File: src/rtl/addr_gen_2d.sv
// 2-D address generator: walks (i, j) over a rows x cols grid, one address per accepted advance.
// Optional column-major walk order is enabled by defining ADDR_GEN_COLMAJOR_EN.
module addr_gen_2d #(
  parameter int IW = 2,
  parameter int JW = 2
) (
  input  logic          clk,
  input  logic          rst,
  input  logic          start,
  input  logic          active,
  input  logic [IW-1:0] rows_m1,
  input  logic [JW-1:0] cols_m1,
`ifdef ADDR_GEN_COLMAJOR_EN
  input  logic          colmajor,
`endif
  output logic [IW-1:0] iOut,
  output logic [JW-1:0] jOut,
  output logic          valid,
  output logic          last,
  output logic          busy,
  output logic          done
);

  typedef enum logic [1:0] {
    S_IDLE = 2'd0,
    S_RUN  = 2'd1,
    S_DONE = 2'd2
  } state_t;

  state_t        state_q, state_d;
  logic [IW-1:0] i_q, i_d, rows_q, rows_d;
  logic [JW-1:0] j_q, j_d, cols_q, cols_d;
  logic          valid_q, valid_d;
  logic          busy_q, busy_d;
  logic          done_q, done_d;
  logic          cm_q, cm_d;
  logic          i_end_s, j_end_s, last_s, cm_in_s;

`ifdef ADDR_GEN_COLMAJOR_EN
  assign cm_in_s = colmajor;
`else
  assign cm_in_s = 1'b0;
`endif

  assign i_end_s = (i_q == rows_q);
  assign j_end_s = (j_q == cols_q);
  assign last_s  = valid_q && i_end_s && j_end_s;

  // Next-state and next-output logic for the sweep FSM
  always_comb begin
    state_d = state_q;
    i_d     = i_q;
    j_d     = j_q;
    rows_d  = rows_q;
    cols_d  = cols_q;
    valid_d = valid_q;
    busy_d  = busy_q;
    done_d  = 1'b0;
    cm_d    = cm_q;
    case (state_q)
      S_IDLE: begin
        if (start) begin
          rows_d  = rows_m1;
          cols_d  = cols_m1;
          cm_d    = cm_in_s;
          i_d     = {IW{1'b0}};
          j_d     = {JW{1'b0}};
          valid_d = 1'b1;
          busy_d  = 1'b1;
          state_d = S_RUN;
        end else begin
          state_d = S_IDLE;
        end
      end
      S_RUN: begin
        if (active && last_s) begin
          state_d = S_DONE;
          valid_d = 1'b0;
          busy_d  = 1'b0;
          done_d  = 1'b1;
          i_d     = {IW{1'b0}};
          j_d     = {JW{1'b0}};
        end else if (active) begin
          // Fast index wraps at its bound and carries into the slow index
          if (cm_q) begin
            if (i_end_s) begin
              i_d = {IW{1'b0}};
              j_d = j_q + JW'(1);
            end else begin
              i_d = i_q + IW'(1);
            end
          end else begin
            if (j_end_s) begin
              j_d = {JW{1'b0}};
              i_d = i_q + IW'(1);
            end else begin
              j_d = j_q + JW'(1);
            end
          end
        end else begin
          state_d = S_RUN;
        end
      end
      S_DONE: begin
        state_d = S_IDLE;
      end
      default: begin
        state_d = S_IDLE;
        i_d     = {IW{1'b0}};
        j_d     = {JW{1'b0}};
        valid_d = 1'b0;
        busy_d  = 1'b0;
      end
    endcase
  end

  // State, address and flag registers
  always_ff @(posedge clk or negedge rst) begin
    if (!rst) begin
      state_q <= S_IDLE;
      i_q     <= {IW{1'b0}};
      j_q     <= {JW{1'b0}};
      rows_q  <= {IW{1'b0}};
      cols_q  <= {JW{1'b0}};
      valid_q <= 1'b0;
      busy_q  <= 1'b0;
      done_q  <= 1'b0;
      cm_q    <= 1'b0;
    end else begin
      state_q <= state_d;
      i_q     <= i_d;
      j_q     <= j_d;
      rows_q  <= rows_d;
      cols_q  <= cols_d;
      valid_q <= valid_d;
      busy_q  <= busy_d;
      done_q  <= done_d;
      cm_q    <= cm_d;
    end
  end

  assign iOut  = i_q;
  assign jOut  = j_q;
  assign valid = valid_q;
  assign busy  = busy_q;
  assign done  = done_q;
  assign last  = last_s;

endmodule

File: config.mk
export PLATFORM = sky130hd
export DESIGN_NAME = addr_gen_2d
export DESIGN_NICKNAME = d
export VERILOG_FILES = /design/src/rtl/addr_gen_2d.sv
export SDC_FILE = /design/constraint.sdc
export NUM_CORES = 1
export LEC_CHECK = 0
export BUFFER_PORTS_ARGS = -buffer_cell sky130_fd_sc_hd__buf_2
export CAP_MARGIN = 10
export CORE_UTILIZATION = 44
export DETAILED_ROUTE_END_ITERATION = 10
export GPL_TIMING_DRIVEN = 0
export PLACE_DENSITY_LB_ADDON = 0.12
export SYNTH_ARGS = -nofsm -noshare
export SYNTH_HDL_FRONTEND = slang
export SYNTH_SLANG_ARGS = --single-unit
File: constraint.sdc
create_clock -name clk -period 1.5 [get_ports clk]
set_clock_uncertainty 0.2 [all_clocks]
set_input_delay 0.3 -clock clk [delete_from_list [all_inputs] [get_ports clk]]
set_output_delay 0.3 -clock clk [all_outputs]
set_load 0.02 [all_outputs]
[Word-level counts from Yosys, hierarchy flattened]
Cells that the tools add are included.
W data, S select, Z words.
Word-level totals
  register bits: 12
  input port bits: 8
  output and inout bits: 8
  word-level logic and storage cells: 45
Operators by class
  add/sub/neg operators: 2
  equality and inequality tests: 9
  muxes and demuxes: 18
  bitwise operators: 1
  reductions and logical operators: 8
Operator list (number)
  $mux W2: 9
  $pmux W2 S3: 2
  $ne A3 B3 Y1 const B: 3
  $reduce_and A3 Y1: 2
  $mux W1: 5
  $add A2 B1 Y2 const B: 2
  $eq A2 B2 Y1: 2
  $ne A2 B2 Y1 const B: 2
  $pmux W2 S2: 1
  $reduce_and A4 Y1: 1
  $logic_and A1 B1 Y1: 3
  $pmux W1 S3: 1
  $eq A2 B1 Y1 const B: 1
  $eq A2 B2 Y1 const B: 1
  $logic_not A2 Y1: 1
  $reduce_and A2 Y1: 1
  $not A1 Y1: 1

[Depth between registers and ports, before layout]
Gate-level depths: netlist (run 1).
  depth after elaboration: 6
  mapped depth: 4
  depth with buffers taken out: 4

[Worst setup path after synthesis (run 1)]
OpenSTA, ideal clock, no wires.
  kind: register -> output
  from: register i_q[0] (netlist: iOut[0])
  to: output port last
  arrival: 1.339 ns
  path slack: -0.339 ns
  cell stages (with the launch flop): 4
  path buffers: 0
  cells stage by stage: dfrtp_1 xnor2_1 nand3_1 nor3_1
Between the ends
  longest elaborated chain between the ends: 3
Ends and longest elaborated chain
  start: declaration: line 31  | logic [IW-1:0] i_q, i_d, rows_q, rows_d;
  start signal: assignment: line 121  | i_q <= {IW{1'b0}};
  start signal: assignment: line 131  | i_q <= i_d;
  $eq A2 B2 Y1: line 45  | assign i_end_s = (i_q == rows_q);
  $logic_and A1 B1 Y1 (2 in series): line 47  | assign last_s = valid_q && i_end_s && j_end_s;
  end: declaration: line 19  | output logic last,
Every way passes these cells.

[Final worst setup path (run 1)]
  from: register rows_q[0]
  to: output port last
Between the ends
  longest elaborated chain between the ends: 3
Ends and longest elaborated chain
  start: declaration: line 31
  start signal: assignment: line 123  | rows_q <= {IW{1'b0}};
  start signal: assignment: line 133  | rows_q <= rows_d;
  $eq A2 B2 Y1: line 45
  $logic_and A1 B1 Y1 (2 in series): line 47
Every way passes these cells.

==> impl_table.tex, run 1 <==
\begin{tabular}{lr}
\hline
Metric & Value \\
\hline
\multicolumn{2}{l}{\textbf{Critical path}} \\
R2r endpoint & jOut[0]\$\_DFFE\_PN0P\_ \\
Crit-path max FO & 2 \\
Endpoint class of the critical path & output pin \\
Count of cells along the worst register-to-register path & 4 \\
Required time of the critical path & 1.00 ns \\
Signal arrival time at the worst endpoint & between 1 and 1.5 ns \\
Worst Setup Path Type & flop to output pin \\
Category of the worst setup path launch point & flop \\
Critical R2R Launch & state\_q[1]\$\_DFFE\_PN0P\_ \\
Register-to-Register Setup Slack & 0 ns \\
Crit path from & rows\_q[0]\$\_DFFE\_PN0P\_ \\
\multicolumn{2}{l}{\textbf{Timing}} \\
Clock period minus final worst setup slack & $\sim$1.8 ns \\
Remaining max-slew budget at the tightest pin & between 80\% and 90\% \\
Count of endpoints failing setup in the final report & 1 \\
Final Hold Violating Endpoints & 0 \\
Setup TNS & -0.307 ns \\
Final max-slew violation count & 0 \\
Final critical-path share of the clock period & 120\% \\
Maximum frequency from static timing analysis & 553 MHz \\
Actual transition at the worst max-transition pin & 0.265 ns \\
Unrepaired setup endpoints after global routing & true \\
Final critical-path setup slack & -0.307 ns \\
Worst hold slack & about 0.044 ns \\
\multicolumn{2}{l}{\textbf{Global routing}} \\
Number of antenna violations at the first check in global routing & 0 \\
Combined global-route utilization of all metal layers & between 10\% and 20\% \\
Global-route met1 utilization & just over 20\% \\
Vias in the first global route & just over 400 \\
Met2 track utilization from global routing & 30.4\% \\
Met3 global-route usage & under 10\% \\
Peak-usage layer in the global routing report & met2 \\
Largest net degree at the start of global routing & 13 \\
Global-route wire length before repair & about 1700 um \\
Total grt overflow & 0 \\
\multicolumn{2}{l}{\textbf{Drt}} \\
ANT nets after route & 0 \\
Detailed-route wire length & around 1200 um \\
DRC errors left & 0 \\
Total iterations of the first detailed-routing run & 2 \\
Via density per instance & approximately 5.0 \\
Iteration-0 DRC Markers & 5 \\
Routed via count & around 470 \\
Routed wirelength normalized by instance count & 12.8 um \\
\multicolumn{2}{l}{\textbf{Clocking}} \\
Clk sink count & 12 \\
Clk buf depth & 2 \\
Number of H-tree levels & 1 \\
CTS Buf Count & 3 \\
Buffer cell driving the clock tree root & sky130\_fd\_sc\_hd\_\_clkbuf\_4 \\
Clock latency on the worst-skew pair & between 0.2 and 0.3 ns \\
TritonCTS clock tree & built \\
Worst-path clk slew & 0.07 ns \\
\multicolumn{2}{l}{\textbf{Yosys}} \\
Post-synth top area share & around 50\% \\
Number of nets in the synthesized netlist & 58 \\
Biggest area contributors in the synthesized netlist & sky130\_fd\_sc\_hd\_\_dfrtp\_1 50\%, sky130\_fd\_sc\_hd\_\_mux2\_1 5.6\%, sky130\_fd\_sc\_hd\_\_xor2\_1 4.4\%, sky130\_fd\_sc\_hd\_\_nand2b\_1 3.1\%, sky130\_fd\_sc\_hd\_\_nor2\_1 3.1\% \\
Main flop type after synthesis & sky130\_fd\_sc\_hd\_\_dfrtp\_1 \\
Syn Std Cell Area & between 500 and 600 um2 \\
Library cell occupying the most area in the post-synthesis netlist & sky130\_fd\_sc\_hd\_\_dfrtp\_1 \\
Number of synthesized flops with an enable pin & 0 \\
Asr flop ratio synth & 100\% \\
Number of distinct library cells after synthesis & 25 \\
Mean instance size in the synthesized netlist & 12.0 um2 \\
Instance count of the mapped netlist & 50 \\
Sequential fraction of the synthesis area & 50.1\% \\
Synthesis warning total & 0 \\
Count of state elements after synthesis & 12 \\
\multicolumn{2}{l}{\textbf{Run status}} \\
Violated checks & negative setup slack \\
Run status & complete, but fails checks \\
\multicolumn{2}{l}{\textbf{Floorplanning}} \\
Row cnt & 12 \\
Core region area & between 0.001 and 0.0015 mm2 \\
Initial standard-cell utilization of the core & a little over 50\% \\
Horizontal die dimension & 38.9 um \\
Die height & around 39 um \\
Total die area & about 0.0015 mm2 \\
Io pins & 16 \\
\multicolumn{2}{l}{\textbf{Power and ir drop}} \\
IR Drop Worst-Case VDD & 1.25 mV \\
Cell-internal power & 1260 uW \\
Power per unit of standard cell area & around 2200 mW/mm2 \\
Combinational share of power & between 50 and 60\% \\
Clock power share & between 10\% and 20\% \\
Cell leakage power & between 0.0004 and 0.0005 uW \\
Switching share of total power & 40.0\% \\
Net Sw Power & approximately 840 uW \\
Sequential group share of total power & a little under a third \\
\multicolumn{2}{l}{\textbf{Min path}} \\
End of the worst hold path & rows\_q[1]\$\_DFFE\_PN0P\_ \\
Hold path depth & 2 \\
Min-delay src & rows\_m1[1] \\
Hold Path Class & primary input to flop \\
\multicolumn{2}{l}{\textbf{Cells and area}} \\
Fin area & around 940 um2 \\
Fillcell total & just under 80 \\
Most frequent cells in the layout & 10 x sky130\_fd\_sc\_hd\_\_buf\_2, 9 x sky130\_fd\_sc\_hd\_\_buf\_6, 7 x sky130\_fd\_sc\_hd\_\_dfrtp\_1 \\
Share of final-layout standard cells stronger than drive strength 1 & between 60\% and 70\% \\
\# diodes & 0 \\
Most common cell after layout, fill and taps aside & sky130\_fd\_sc\_hd\_\_buf\_2 \\
Final Non-Filler Cells & between 90 and 100 \\
Layout net count & 88 \\
Area growth from synthesis to layout & 57.6\% \\
\multicolumn{2}{l}{\textbf{Job}} \\
Maximum Capacitance Violations & 0 \\
\multicolumn{2}{l}{\textbf{Placed design}} \\
Gpl congestion & around 0.70 \\
Total cell area at the placement stage & between 700 and 800 um2 \\
Minimum setup slack after placement & -0.110 ns \\
Placed cell count & around 80 \\
\# port buffers & 15 \\
\hline
\end{tabular}
[per-layer routing]
metal	wire length, um	share of wire, %	vias up
met5	0	0	-
met4	0	0	0
met3	57	4.8	0
met2	606	51	13
met1	526	44	223
li1	-	-	229
[how the worst max path moves through the flow]
stage,end,slack (ns),cells after the start
2_1_floorplan,last,0.005,3
6_report,last,-0.31,4
3_3_place_gp,iOut[1]$_DFFE_PN0P_,-0.11,4
3_5_place_dp,iOut[1]$_DFFE_PN0P_,-0.11,4
4_1_cts,last,-0.30,4
5_1_grt,last,-0.36,4
[repair_timing]
item / 4_1_cts / 5_1_grt
endpoints found under the hold margin: 12 / 0
pin swaps: 3 / 5
buffers inserted: 6 / 4
hold buffers: 1 / 0
endpoints found under the setup margin: 10 / 13
resized for setup: 9 / 13
[per-stage QoR]
| step | power [uW] | utilization, % |
|---|---|---|
| floorplan | 1300 | - |
| global placement | 1470 | 62.9 |
| detailed placement | 1500 | 62.9 |
| CTS | 1900 | 72.9 |
| global route | 2220 | 79.6 |
| finish | 2090 | 79.6 |
[cell type report]
type                    count  area, um2  area share, %
clock buffers               4       36.3           3.84
repair buffers             25        195           20.7
well taps                  14       17.5           1.85
plain buffers               1       11.3           1.19
flip-flops and latches     12        307           32.5
multi-input cells          35        370           39.2
inverters                   2       7.51          0.795
[kinds of logic after synthesis]
family | after synthesis | synth area share (%)
simple gates | 19 | 21.1
mux | 5 | 9.19
flops | 12 | 50.1
xor+xnor | 5 | 7.31
compound gates | 6 | 9.81
buf+inv | 3 | 2.51
[synthesized netlist by cell type, types with 2 or more instances]
| library cell | instances |
|---|---|
| sky130_fd_sc_hd__nor2_1 | 5 |
| sky130_fd_sc_hd__nand2b_1 | 3 |
| sky130_fd_sc_hd__mux2_1 | 3 |
| sky130_fd_sc_hd__xnor2_1 | 2 |
| sky130_fd_sc_hd__inv_1 | 2 |
| sky130_fd_sc_hd__xor2_1 | 3 |
| sky130_fd_sc_hd__dfrtp_1 | 12 |
| sky130_fd_sc_hd__nand3_1 | 2 |
| sky130_fd_sc_hd__and3_1 | 2 |
[worst max-delay path: stages (launching register included)]
cell and delay [ns]:
sky130_fd_sc_hd__dfrtp_1 0.41, sky130_fd_sc_hd__xnor2_2 0.20, sky130_fd_sc_hd__nand3_2 0.14, sky130_fd_sc_hd__nor3_4 0.15
sky130_fd_sc_hd__buf_6 0.14
[power by group through the flow]
stage	registers (uW)	logic (uW)	clock network [uW]
3_5_place_dp	644	861	0
5_1_grt	676	1270	275
2_1_floorplan	696	607	0
4_1_cts	620	1020	258
3_3_place_gp	636	838	0
6_report	659	1190	248
[state kept, by name, indices dropped and copies added, names as in the netlist]
| register | count |
|---|---|
| busy | 1 |
| cols_q | 2 |
| done | 1 |
| iOut | 2 |
| jOut | 2 |
| rows_q | 2 |
| state_q | 2 |
(Power assumes the default switching activity.)
==> run 2, diff against run 1 <==
--- a/config.mk
+++ b/config.mk
@@ -10,7 +10,8 @@
 export CORE_UTILIZATION = 44
 export DETAILED_ROUTE_END_ITERATION = 10
 export GPL_TIMING_DRIVEN = 0
-export PLACE_DENSITY_LB_ADDON = 0.12
+export PLACE_DENSITY_LB_ADDON = 0.3
+export SKIP_LAST_GASP = 1
 export SYNTH_ARGS = -nofsm -noshare
 export SYNTH_HDL_FRONTEND = slang
 export SYNTH_SLANG_ARGS = --single-unit
==> run 2 against run 1 <==
  * Non-clock buffer count is 4 higher
  * The run still ends with negative setup slack left
  * Power is 16% higher
  * Global-route usage is 6.1 points higher
  * First-iteration DRC count is 140% higher
  * Cell area is 4.2% higher
  * Setup slack better by 0.012 ns
  * Final cell count is 4.3% higher
  * Sequential power is 0.6% lower
  * Sequential cell count stayed put
  * Die area stayed put
  * Count of clock-buffer cells in the layout stayed put
==> impl_table.tex, run 2 (synthesis gave the netlist of run 1 again) <==
\begin{tabular}{lr}
\hline
Metric & Value \\
\hline
\multicolumn{2}{l}{\textbf{Min path}} \\
Min-delay src & rows\_m1[0] (was rows\_m1[1]) \\
End of the worst hold path & rows\_q[0]\$\_DFFE\_PN0P\_ (was rows\_q[1]\$\_DFFE\_PN0P\_) \\
Hold Path Class & primary input to flop (unchanged) \\
Hold path depth & 2 (unchanged) \\
\multicolumn{2}{l}{\textbf{Clocking}} \\
Worst-path clk slew & 0.08 ns (was 0.07 ns) \\
Clk buf depth & 2 (unchanged) \\
CTS Buf Count & 3 (unchanged) \\
Clock latency on the worst-skew pair & 0.27 ns (about the same) \\
TritonCTS clock tree & built (unchanged) \\
Number of H-tree levels & 1 (unchanged) \\
Clk sink count & 12 (unchanged) \\
Buffer cell driving the clock tree root & sky130\_fd\_sc\_hd\_\_clkbuf\_4 (unchanged) \\
\multicolumn{2}{l}{\textbf{Timing}} \\
Final max-slew violation count & 0 (unchanged) \\
Unrepaired setup endpoints after global routing & true (unchanged) \\
Final critical-path share of the clock period & 120\% (about the same) \\
Clock period minus final worst setup slack & 1.79 ns (was 1.81 ns) \\
Actual transition at the worst max-transition pin & 0.295 ns (was 0.265 ns) \\
Final critical-path setup slack & -0.295 ns (was -0.307 ns) \\
Setup TNS & -1.47 ns (was -0.307 ns) \\
Maximum frequency from static timing analysis & 557 MHz (was 553 MHz) \\
Final Hold Violating Endpoints & 0 (unchanged) \\
Count of endpoints failing setup in the final report & 9 (was 1) \\
Worst hold slack & 0.0383 ns (was 0.0441 ns) \\
Remaining max-slew budget at the tightest pin & 80.2\% (was 82.3\%) \\
\multicolumn{2}{l}{\textbf{Drt}} \\
Total iterations of the first detailed-routing run & 4 (was 2) \\
Via density per instance & 5.38 (was 5.00) \\
Iteration-0 DRC Markers & 12 (was 5) \\
ANT nets after route & 0 (unchanged) \\
Routed via count & 522 (was 465) \\
Detailed-route wire length & 1580 um (was 1190 um) \\
DRC errors left & 0 (unchanged) \\
Routed wirelength normalized by instance count & 16.3 um (was 12.8 um) \\
\multicolumn{2}{l}{\textbf{Cells and area}} \\
Share of final-layout standard cells stronger than drive strength 1 & 67.5\% (was 63.3\%) \\
Fillcell total & 61 (was 77) \\
Area growth from synthesis to layout & 64.3\% (was 57.6\%) \\
Final design utilization & 83.0\% (was 79.6\%) \\
Layout net count & 92 (was 88) \\
Area of all sequential standard cells & 309 um2 (was 307 um2) \\
Most common cell after layout, fill and taps aside & sky130\_fd\_sc\_hd\_\_buf\_6 (was sky130\_fd\_sc\_hd\_\_buf\_2) \\
Fin area & 985 um2 (was 945 um2) \\
Most frequent cells in the layout & 12 x sky130\_fd\_sc\_hd\_\_buf\_6, 10 x sky130\_fd\_sc\_hd\_\_buf\_2, 7 x sky130\_fd\_sc\_hd\_\_dfrtp\_2, 7 x sky130\_fd\_sc\_hd\_\_buf\_4, 5 x sky130\_fd\_sc\_hd\_\_dfrtp\_1 (was 10 x sky130\_fd\_sc\_hd\_\_buf\_2, 9 x sky130\_fd\_sc\_hd\_\_buf\_6, 7 x sky130\_fd\_sc\_hd\_\_dfrtp\_1) \\
Multi-input combinational cell area & 367 um2 (was 370 um2) \\
\# diodes & 0 (unchanged) \\
\multicolumn{2}{l}{\textbf{Run status}} \\
Run status & complete, but fails checks (unchanged) \\
Violated checks & negative setup slack (unchanged) \\
\multicolumn{2}{l}{\textbf{Critical path}} \\
Signal arrival time at the worst endpoint & 1.29 ns (was 1.31 ns) \\
Endpoint class of the critical path & output pin (unchanged) \\
Required time of the critical path & 1.00 ns (about the same) \\
Register-to-Register Setup Slack & -0.21 ns (was 0 ns) \\
Crit-path max FO & 2 (unchanged) \\
Worst Setup Path Type & flop to output pin (unchanged) \\
R2r endpoint & iOut[0]\$\_DFFE\_PN0P\_ (was jOut[0]\$\_DFFE\_PN0P\_) \\
Count of cells along the worst register-to-register path & 7 (was 4) \\
Critical R2R Launch & jOut[0]\$\_DFFE\_PN0P\_ (was state\_q[1]\$\_DFFE\_PN0P\_) \\
Category of the worst setup path launch point & flop (unchanged) \\
\multicolumn{2}{l}{\textbf{Placed design}} \\
Minimum setup slack after placement & -0.118 ns (was -0.110 ns) \\
Total cell area at the placement stage & 746 um2 (unchanged) \\
Gpl congestion & 0.772 (was 0.704) \\
\# port buffers & 15 (unchanged) \\
\multicolumn{2}{l}{\textbf{Power and ir drop}} \\
Cell-internal power & 1460 uW (was 1260 uW) \\
Clock power share & 10.7\% (was 11.8\%) \\
Net Sw Power & 963 uW (was 837 uW) \\
Power per unit of standard cell area & 2460 mW/mm2 (was 2220 mW/mm2) \\
Cell leakage power & 0.000461 uW (was 0.000439 uW) \\
Sequential group share of total power & 27.0\% (was 31.5\%) \\
IR Drop Worst-Case VDD & 1.42 mV (was 1.25 mV) \\
Switching share of total power & 39.7\% (was 40.0\%) \\
Combinational share of power & 62.3\% (was 56.7\%) \\
\multicolumn{2}{l}{\textbf{Floorplanning}} \\
Die height & 38.9 um (unchanged) \\
Horizontal die dimension & 38.9 um (unchanged) \\
Initial standard-cell utilization of the core & 50.5\% (unchanged) \\
Row cnt & 12 (unchanged) \\
Io pins & 16 (unchanged) \\
Total die area & 0.00151 mm2 (unchanged) \\
Core region area & 0.00119 mm2 (unchanged) \\
\multicolumn{2}{l}{\textbf{Global routing}} \\
Vias in the first global route & 480 (was 406) \\
Total grt overflow & 0 (unchanged) \\
Number of antenna violations at the first check in global routing & 0 (unchanged) \\
Global-route wire length before repair & 2200 um (was 1690 um) \\
Combined global-route utilization of all metal layers & 23.8\% (was 17.7\%) \\
Largest net degree at the start of global routing & 13 (unchanged) \\
\multicolumn{2}{l}{\textbf{Job}} \\
Maximum Capacitance Violations & 0 (unchanged) \\
\hline
\end{tabular}
## run 2: cell count changes in the layout (fill, tap and decap cells not counted), sizes merged
| cell | change |
|---|---|
| buf | +4 |
## run 2: routing by layer
layer	GRT usage (%)	wire [um]
met3	5.20	49
met4	13.8	21
met1	27.2	649
met5	0	0
met2	40.4	856
## run 2: power by group through the flow
stage / combinational, uW / clock, uW / sequential, uW
6_report: 1510 / 258 / 655
5_1_grt: 1590 / 278 / 673
4_1_cts: 1180 / 269 / 616
3_5_place_dp: 865 / 0 / 641
3_3_place_gp: 836 / 0 / 632
2_1_floorplan: 607 / 0 / 696
## run 2: worst max path at each step
stage                                 startpoint             endpoint  slack, ns  cells past startpoint
after floorplan              iOut[0]$_DFFE_PN0P_                 last      0.005                      3
after global placement    state_q[0]$_DFFE_PN0P_  iOut[1]$_DFFE_PN0P_      -0.10                      4
after detailed placement  state_q[1]$_DFFE_PN0P_  iOut[1]$_DFFE_PN0P_      -0.12                      4
after CTS                    iOut[1]$_DFFE_PN0P_                 last      -0.31                      4
after global routing       rows_q[1]$_DFFE_PN0P_                 last      -0.36                      4
final                      rows_q[0]$_DFFE_PN0P_                 last      -0.29                      4
## run 2: repair_timing
item | in CTS | in global routing
buffers inserted | 10 | 5
resized for setup | 8 | 18
pin swaps | 6 | 8
endpoints found under the setup margin | 11 | 16
hold buffers | 1 | 0
endpoints found under the hold margin | 12 | 0
## run 2: cell type report
class / count / area share, %
plain buffers: 1 / 1.14
clock buffers: 4 / 3.68
inverters: 2 / 0.762
multi-input cells: 35 / 37.2
flip-flops and latches: 12 / 31.4
well taps: 14 / 1.78
repair buffers: 29 / 24.0
## run 2: worst max-delay path, cell delays in order (launching register included)
cell and delay, ns:
sky130_fd_sc_hd__dfrtp_1 0.41, sky130_fd_sc_hd__xnor2_2 0.20, sky130_fd_sc_hd__nand3_2 0.13, sky130_fd_sc_hd__nor3_4 0.14, sky130_fd_sc_hd__buf_6 0.14
## run 2: metrics by stage
stage | instances | total power, uW
after floorplan | 50 | 1300
after global placement | 79 | 1470
after detailed placement | 79 | 1510
after CTS | 94 | 2060
after global routing | 97 | 2540
final | 97 | 2430
